## src/rtl/phit_operand_pairer.sv

```systemverilog
// Pairs consecutive 512-bit phits into SIMD operand beats (A phit -> inp1, B phit -> inp2),
// counts pairs per job, checks s_tlast framing and holds each beat in a one-deep output register.
module phit_operand_pairer #(
  parameter int dwidth_double = 64,
  parameter int SIMD_degree   = 8,
  parameter int phit_size     = 512,
  parameter int dwidth_int    = 32
) (
  input  logic                                 ap_clk,
  input  logic                                 ap_rst,
  input  logic [phit_size-1:0]                 s_tdata,
  input  logic                                 s_tvalid,
  output logic                                 s_tready,
  input  logic                                 s_tlast,
  input  logic                                 cfg_start,
  input  logic [dwidth_int-1:0]                cfg_len,
  input  logic [1:0]                           cfg_op,
  output logic [SIMD_degree*dwidth_double-1:0] m_inp1,
  output logic [SIMD_degree*dwidth_double-1:0] m_inp2,
  output logic [1:0]                           m_op,
  output logic                                 m_last,
  output logic                                 m_valid,
  input  logic                                 m_ready,
  output logic                                 busy,
  output logic                                 done,
  output logic                                 err_tlast
);

  localparam int bw = SIMD_degree * dwidth_double;

  typedef enum logic [1:0] {IDLE, LOAD_A, LOAD_B, DRAIN} state_t;

  state_t                state;
  logic [dwidth_int-1:0] remaining;
  logic [1:0]            op_q;
  logic [bw-1:0]         a_buf;
  logic                  s_hs;
  logic                  out_hs;
  logic                  final_pair;

  // The B phit may only be taken when the output register is free or draining this cycle.
  always_comb begin
    s_tready = 1'b0;
    unique case (state)
      LOAD_A:  s_tready = 1'b1;
      LOAD_B:  s_tready = !m_valid || m_ready;
      default: s_tready = 1'b0;
    endcase
  end

  assign s_hs       = s_tvalid && s_tready;
  assign out_hs     = m_valid && m_ready;
  assign final_pair = (remaining == dwidth_int'(1));
  assign busy       = (state != IDLE);

  // NOTE: the wide data registers (A buffer, output beat) are reset too, so a mid-job reset
  // leaves no stale operands visible on m_inp1/m_inp2.
  always_ff @(posedge ap_clk or posedge ap_rst) begin
    if (ap_rst) begin
      state     <= IDLE;
      remaining <= '0;
      op_q      <= '0;
      a_buf     <= '0;
      m_inp1    <= '0;
      m_inp2    <= '0;
      m_op      <= '0;
      m_last    <= 1'b0;
      m_valid   <= 1'b0;
      done      <= 1'b0;
      err_tlast <= 1'b0;
    end else begin
      done <= 1'b0;
      // NOTE: non-blocking assignments make the last write win, so a B-phit reload below
      // overrides this clear and a simultaneous in/out handshake produces no bubble.
      if (out_hs) m_valid <= 1'b0;

      unique case (state)
        IDLE: begin
          if (cfg_start) begin
            err_tlast <= 1'b0;
            if (cfg_len != '0) begin
              op_q      <= cfg_op;
              remaining <= cfg_len;
              state     <= LOAD_A;
            end else begin
              done <= 1'b1;
            end
          end
        end

        LOAD_A: begin
          if (s_hs) begin
            a_buf <= s_tdata[bw-1:0];
            if (s_tlast) err_tlast <= 1'b1;
            state <= LOAD_B;
          end
        end

        LOAD_B: begin
          if (s_hs) begin
            m_valid   <= 1'b1;
            m_inp1    <= a_buf;
            m_inp2    <= s_tdata[bw-1:0];
            m_op      <= op_q;
            m_last    <= final_pair;
            remaining <= remaining - dwidth_int'(1);
            if (s_tlast != final_pair) err_tlast <= 1'b1;
            state     <= final_pair ? DRAIN : LOAD_A;
          end
        end

        DRAIN: begin
          if (out_hs && m_last) begin
            done  <= 1'b1;
            state <= IDLE;
          end
        end

        default: state <= IDLE;
      endcase
    end
  end

endmodule

```

## config.mk

```make
export PLATFORM = sky130hd
export DESIGN_NAME = phit_operand_pairer
export DESIGN_NICKNAME = d
export VERILOG_FILES = /design/src/rtl/phit_operand_pairer.sv
export SDC_FILE = /design/constraint.sdc
export NUM_CORES = 2
export LEC_CHECK = 0
export ABC_CLOCK_PERIOD_IN_PS = 57200
export BUFFER_PORTS_ARGS = -buffer_cell sky130_fd_sc_hd__buf_2
export CAP_MARGIN = 30
export CORE_AREA = 10 10 611 613
export DETAILED_ROUTE_END_ITERATION = 16
export DIE_AREA = 0 0 621 623
export SYNTH_ARGS = -nofsm -noshare
export SYNTH_HDL_FRONTEND = slang
export SYNTH_SLANG_ARGS = --single-unit
```

## constraint.sdc

```tcl
create_clock -name ap_clk -period 57.2 [get_ports ap_clk]
set_input_delay 11.44 -clock ap_clk [delete_from_list [all_inputs] [get_ports ap_clk]]
set_output_delay 11.44 -clock ap_clk [all_outputs]
set_load 0.05 [all_outputs]
```

; After elaboration in Yosys (flattened, before gate mapping)
; Cells that the tools add are included.
[totals]
inputBits = 552
regBits = 1578
out_inout_bits = 1032
[classes]
eq_ne = 12
n_addsub = 1
mux = 25
reduce_logical = 16
[op_table]
columns = operator, count
row1 = two-way mux 32 bit, 3
row2 = case mux 32 bit (2 select lines), 1
row3 = equality test 32 x 1 -> 1 bit (second input constant), 1
row4 = nonzero test 32 bit, 1
row5 = subtractor 32 x 1 -> 32 bit (second input constant), 1
row6 = != test 2 bit (second input constant), 7
row7 = two-way mux 2 bit, 6
row8 = two-way mux 1 bit, 11
row9 = case mux 2 bit (4 select lines), 1
row10 = AND reduction 6 bit, 1
row11 = AND reduction 5 bit, 1
row12 = equality test 2 bit (second input constant), 2
row13 = case mux 1 bit (2 select lines), 2
row14 = AND reduction 2 bit, 2
row15 = AND reduction 4 bit, 1
row16 = nonzero test 2 bit, 2
row17 = logical AND 1 bit, 3
row18 = case mux 1 bit (3 select lines), 1
row19 = AND reduction 3 bit, 1
row20 = nonzero test 3 bit, 1
row21 = equality test 2 x 1 -> 1 bit (second input constant), 1
row22 = logical NOT 2 bit, 1
row23 = logical NOT 1 bit, 1
row24 = logical OR 1 bit, 1
row25 = != test 1 bit, 1

; Depth between registers and ports, before layout
[depth]
word_depth = 6
depth_mapped = 10
ltp_nobuf = 8

; Worst setup path before layout
; OpenSTA, ideal clock, no wires.
[synth_timing]
path_kind = input to output
startpoint = in m_ready
endpoint = out s_tready
setup_slack_ns = 33.395
n_path_buf = 0
path_stages = 3
t_required_ns = 45.760
t_arrival_ns = 12.365
cell_sequence = nand2b_1 a21oi_1 nor2b_1
[synth_between]
elab_chain_len = 2
[synth_lines]
columns = element, line
row1 = start: declaration, 23  ; input logic m_ready,
row2 = logical OR 1 bit, 46  ; LOAD_B: s_tready = !m_valid || m_ready;
row3 = case mux 1 bit (2 select lines), 44  ; unique case (state)
row4 = end: declaration, 13  ; output logic s_tready,
; Every way passes these cells.

; Final worst setup path
; Same ends and word-level chain as after synthesis.

==> flow_results.xml <==
<?xml version="1.0" encoding="UTF-8"?>
<metrics>
  <group name="critical_path">
    <metric name="worst_r2r_endpoint" unit="">m_inp2[63]</metric>
    <metric name="r2r_cells" unit="">13</metric>
    <metric name="timing.critical_path.to_type" unit="">output port</metric>
    <metric name="r2r_setup_slack" unit="ns">52.21</metric>
    <metric name="critical_path.max_stage_delay" unit="ns">0.29</metric>
    <metric name="crit_path_frequent_cell" unit="">sky130_fd_sc_hd__buf_2</metric>
    <metric name="crit_path_top_delay_cell" unit="">sky130_fd_sc_hd__buf_2</metric>
    <metric name="critical_path_class" unit="">in -&gt; out</metric>
    <metric name="worstPathRequired" unit="ns">45.76</metric>
    <metric name="critical_path_peak_fanout" unit="">4</metric>
    <metric name="rr_startpoint" unit="">state[0]</metric>
    <metric name="crit_path_cell_trace" unit="">buf_2 &gt; nand2b_1 &gt; a21oi_1 &gt; nor2b_1 &gt; buf_4 &gt; buf_2</metric>
    <metric name="worst_setup_path_start_kind" unit="">input pin</metric>
    <metric name="worstPathArrival" unit="ns">12.73</metric>
  </group>
  <group name="clocking">
    <metric name="worstSkewPairLatency" unit="ns">0.89</metric>
    <metric name="numClockSinks" unit="">1578</metric>
    <metric name="post_cts.resized_instances" unit="">0</metric>
    <metric name="cts_made_buffers" unit="">186</metric>
    <metric name="cts_tree" unit="">yes</metric>
    <metric name="clk_pin_slew" unit="ns">0.07</metric>
    <metric name="library_cell_used_as_clock_root_buffer" unit="">sky130_fd_sc_hd__clkbuf_16</metric>
    <metric name="cts.repair_timing.setup_buffer_count" unit="">0</metric>
    <metric name="cts-root-to-sink-buffers" unit="">4</metric>
    <metric name="htree_num_levels" unit="">4</metric>
    <metric name="post_cts_hold_buffer_count" unit="">0</metric>
  </group>
  <group name="power_and_ir_drop">
    <metric name="cellLeakagePower" unit="µW">0.0417</metric>
    <metric name="clock_power_share" unit="">0.219</metric>
    <metric name="power.ir.vdd_worst" unit="µV">41.7</metric>
    <metric name="power.share.combinational" unit="">0.448</metric>
    <metric name="power.density_cell_area" unit="nW/µm²">71.1</metric>
    <metric name="power_switching_share" unit="">0.482</metric>
    <metric name="power.share.sequential" unit="">0.333</metric>
    <metric name="internal_power" unit="µW">2940</metric>
    <metric name="finalPower" unit="µW">5680</metric>
    <metric name="netSwitchingPower" unit="µW">2740</metric>
  </group>
  <group name="drt">
    <metric name="wl_per_cell" unit="µm">25.9</metric>
    <metric name="drtAntennaViolNets" unit="">0</metric>
    <metric name="vias" unit="">47757</metric>
    <metric name="first_pass_detailed_route_iteration_total" unit="">8</metric>
    <metric name="drt_first_iter_violations" unit="">4126</metric>
    <metric name="via_per_inst" unit="">3.86</metric>
    <metric name="detail_route.wirelength" unit="µm">320000</metric>
    <metric name="drc" unit="">0</metric>
  </group>
  <group name="timing">
    <metric name="period_needed" unit="ns">24.17</metric>
    <metric name="timing_max_transition_violations_final" unit="">0</metric>
    <metric name="max_clock_freq" unit="MHz">41.4</metric>
    <metric name="fin_setup_tns" unit="ns">0</metric>
    <metric name="final.setup_skew" unit="ns">0.0622</metric>
    <metric name="slew-limit-headroom" unit="">0.260</metric>
    <metric name="setup_violations" unit="">0</metric>
    <metric name="worstMarginPinSlew" unit="ns">1.11</metric>
    <metric name="rsz0062_at_grt" unit="">no</metric>
    <metric name="hold_slack" unit="ns">0.417</metric>
    <metric name="crit_share_post_route" unit="">0.423</metric>
    <metric name="report.final.hold_viol_count" unit="">0</metric>
    <metric name="setup_ws" unit="ns">33.03</metric>
  </group>
  <group name="floorplan">
    <metric name="die_width" unit="µm">621</metric>
    <metric name="core-area" unit="µm²">361000</metric>
    <metric name="top_level_ports" unit="">1584</metric>
    <metric name="die-height" unit="µm">623</metric>
    <metric name="initial_utilization" unit="">0.165</metric>
    <metric name="row_count" unit="">221</metric>
    <metric name="area_enclosed_by_the_die_boundary" unit="µm²">387000</metric>
  </group>
  <group name="synthesis">
    <metric name="synth_seq_area_share" unit="">0.663</metric>
    <metric name="yosys.cell_types.count" unit="">54</metric>
    <metric name="synth-async-reset-ratio" unit="">1.00</metric>
    <metric name="synthesis.area" unit="µm²">59600</metric>
    <metric name="postSynth.topFlopCell" unit="">sky130_fd_sc_hd__dfrtp_1</metric>
    <metric name="synth.top_cells.by_area" unit="">sky130_fd_sc_hd__dfrtp_1 66%, sky130_fd_sc_hd__nand2_1 20%, sky130_fd_sc_hd__mux2_2 9.7%, sky130_fd_sc_hd__clkbuf_1 1.8%, sky130_fd_sc_hd__a21oi_1 0.21%</metric>
    <metric name="synthDominantCellAreaShare" unit="">0.663</metric>
    <metric name="number_of_flops_mapped_to_enable_cells_by_yosys" unit="">0</metric>
    <metric name="synthesis.area_per_instance" unit="µm²">10.4</metric>
    <metric name="ys_ff_latch" unit="">1578</metric>
    <metric name="synthesis.yosys.warnings" unit="">0</metric>
    <metric name="yosysTopAreaCell" unit="">sky130_fd_sc_hd__dfrtp_1</metric>
    <metric name="synth_cells" unit="">5731</metric>
    <metric name="mappedNetlistNets" unit="">6290</metric>
  </group>
  <group name="cells_and_area">
    <metric name="multi_input_comb_area" unit="µm²">18900</metric>
    <metric name="n_fill_cell" unit="">39423</metric>
    <metric name="layout_common_cells" unit="">3110 x sky130_fd_sc_hd__nand2_1, 1583 x sky130_fd_sc_hd__buf_2, 1578 x sky130_fd_sc_hd__dfrtp_1</metric>
    <metric name="final_layout_size_suffix_gt1_frac" unit="">0.334</metric>
    <metric name="final_net_count" unit="">7829</metric>
    <metric name="design_area" unit="µm²">79900</metric>
    <metric name="flow.area_growth_from_synthesis" unit="%">34.2</metric>
    <metric name="ff_latch_area" unit="µm²">39500</metric>
    <metric name="final_common_cell" unit="">sky130_fd_sc_hd__nand2_1</metric>
  </group>
  <group name="worst_hold_path">
    <metric name="whs_path_depth" unit="">2</metric>
    <metric name="timing.hold.worst.class" unit="">reg -&gt; reg</metric>
    <metric name="min_from" unit="">a_buf[171]</metric>
    <metric name="worstHoldEndpoint" unit="">m_inp1[171]</metric>
  </group>
  <group name="grt">
    <metric name="via_count_of_the_first_global_routing_pass" unit="">46522</metric>
    <metric name="globalRouteTotalUtil" unit="">0.158</metric>
    <metric name="grt_overflow" unit="">0</metric>
    <metric name="first_pass_grt_wire_length" unit="µm">426000</metric>
    <metric name="largest_net_degree_at_the_start_of_global_routing" unit="">195</metric>
    <metric name="antenna_violations_before_repair" unit="">264</metric>
  </group>
  <group name="placement">
    <metric name="placed_cell_area" unit="µm²">73000</metric>
    <metric name="gp_congestion" unit="">0.914</metric>
    <metric name="place.port_buffers" unit="">1583</metric>
    <metric name="place_ws" unit="ns">33.01</metric>
    <metric name="hpwlAfterDp" unit="µm">259000</metric>
  </group>
  <group name="run_status">
    <metric name="status" unit="">finished clean</metric>
  </group>
  <group name="run">
    <metric name="drv.max_cap_violation_count" unit="">0</metric>
  </group>
</metrics>
## Yosys cell counts (2+ instances only)
master and instances:
sky130_fd_sc_hd__a21boi_0 4, sky130_fd_sc_hd__nand4_1 6, sky130_fd_sc_hd__a32oi_1 4, sky130_fd_sc_hd__o21a_1 2, sky130_fd_sc_hd__o211ai_1 5, sky130_fd_sc_hd__a21oi_1 25
sky130_fd_sc_hd__clkbuf_1 292, sky130_fd_sc_hd__buf_2 2, sky130_fd_sc_hd__dfrtp_1 1578, sky130_fd_sc_hd__a31oi_1 2, sky130_fd_sc_hd__nand2b_1 6, sky130_fd_sc_hd__nor3_1 17
sky130_fd_sc_hd__and3_1 2, sky130_fd_sc_hd__nand3_1 13, sky130_fd_sc_hd__a22oi_1 5, sky130_fd_sc_hd__or3_1 5, sky130_fd_sc_hd__ha_1 7, sky130_fd_sc_hd__and2_1 2
sky130_fd_sc_hd__mux2i_1 5, sky130_fd_sc_hd__a311oi_1 4, sky130_fd_sc_hd__o21ai_0 13, sky130_fd_sc_hd__o31ai_1 7, sky130_fd_sc_hd__o22ai_1 7, sky130_fd_sc_hd__o31a_1 3
sky130_fd_sc_hd__or4_4 3, sky130_fd_sc_hd__nor2_1 27, sky130_fd_sc_hd__o32ai_1 5, sky130_fd_sc_hd__inv_1 11, sky130_fd_sc_hd__nor4_1 16, sky130_fd_sc_hd__mux2_2 515
sky130_fd_sc_hd__a221o_1 3, sky130_fd_sc_hd__nand2_1 3111, sky130_fd_sc_hd__buf_1 3
## metrics by stage
step / util / instances
after floorplan: - / 5731
after global placement: 0.202 / 11862
after detailed placement: 0.202 / 11868
after CTS: 0.220 / 12205
after global routing: 0.221 / 12291
final: 0.221 / 12360
## power by group through the flow
| stage | clock network [µW] | logic (µW) | registers [µW] |
|---|---|---|---|
| after floorplan | 0 | 706 | 2920 |
| after global placement | 0 | 2560 | 1880 |
| after detailed placement | 0 | 2580 | 1900 |
| after CTS | 1280 | 2590 | 1890 |
| after global routing | 1320 | 2700 | 1950 |
| final | 1250 | 2550 | 1890 |
## cell type report
type,count,area share
Sequential cell,1578,0.494
Multi-Input combinational cell,3844,0.237
Timing Repair Buffer,1649,0.109
Tap cell,4794,0.0750
Clock buffer,271,0.0681
Clock inverter,66,0.0113
Antenna cell,147,0.00460
Inverter,11,0.000611
## flip-flops by register name (all words and copies together) (netlist names)
signal,count
m_inp1,512
err_tlast,1
state,2
op_q,2
done,1
m_last,1
m_inp2,512
m_valid,1
remaining,32
a_buf,512
m_op,2
## worst max path at each step
| stage | start | endpoint | cells past startpoint |
|---|---|---|---|
| 2_1_floorplan | ap_rst | a_buf[0] | 1 |
| 3_3_place_gp | m_ready | s_tready | 5 |
| 3_5_place_dp | m_ready | s_tready | 6 |
| 4_1_cts | m_ready | s_tready | 6 |
| 5_1_grt | m_ready | s_tready | 6 |
| 6_report | m_ready | s_tready | 6 |
## per-layer routing
layer,global-route usage,routed length [µm],vias up,part of all wire
met4,0.0757,19400,92,0.061
met3,0.0638,31100,806,0.097
li1,-,-,21354,-
met2,0.252,144000,1950,0.45
met1,0.184,125000,23555,0.39
met5,0,615,-,0.0019
## critical path, delay by kind of cell
kind | cells | cell delay (ns)
AO/OA/AOI/OAI | 1 | 0.09
buffers and inverters | 3 | 0.78
AND/OR/NAND/NOR | 2 | 0.39
## cell families (layout without fill, tap and decap cells)
family                   count (synthesis)  in the layout  synth area share
multiplexers                           521            521            0.0985
AND/OR/NAND/NOR                       3220           3220             0.207
other                                    0            147                 0
buffers and inverters                  309           1997            0.0196
adder cells (fa/ha/maj)                  7              7           0.00147
flip-flops                            1578           1578             0.663
XOR/XNOR                                 1              1          0.000147
AO/OA/AOI/OAI                           95             95            0.0108
Note: power is estimated with default switching activity, not from simulation.
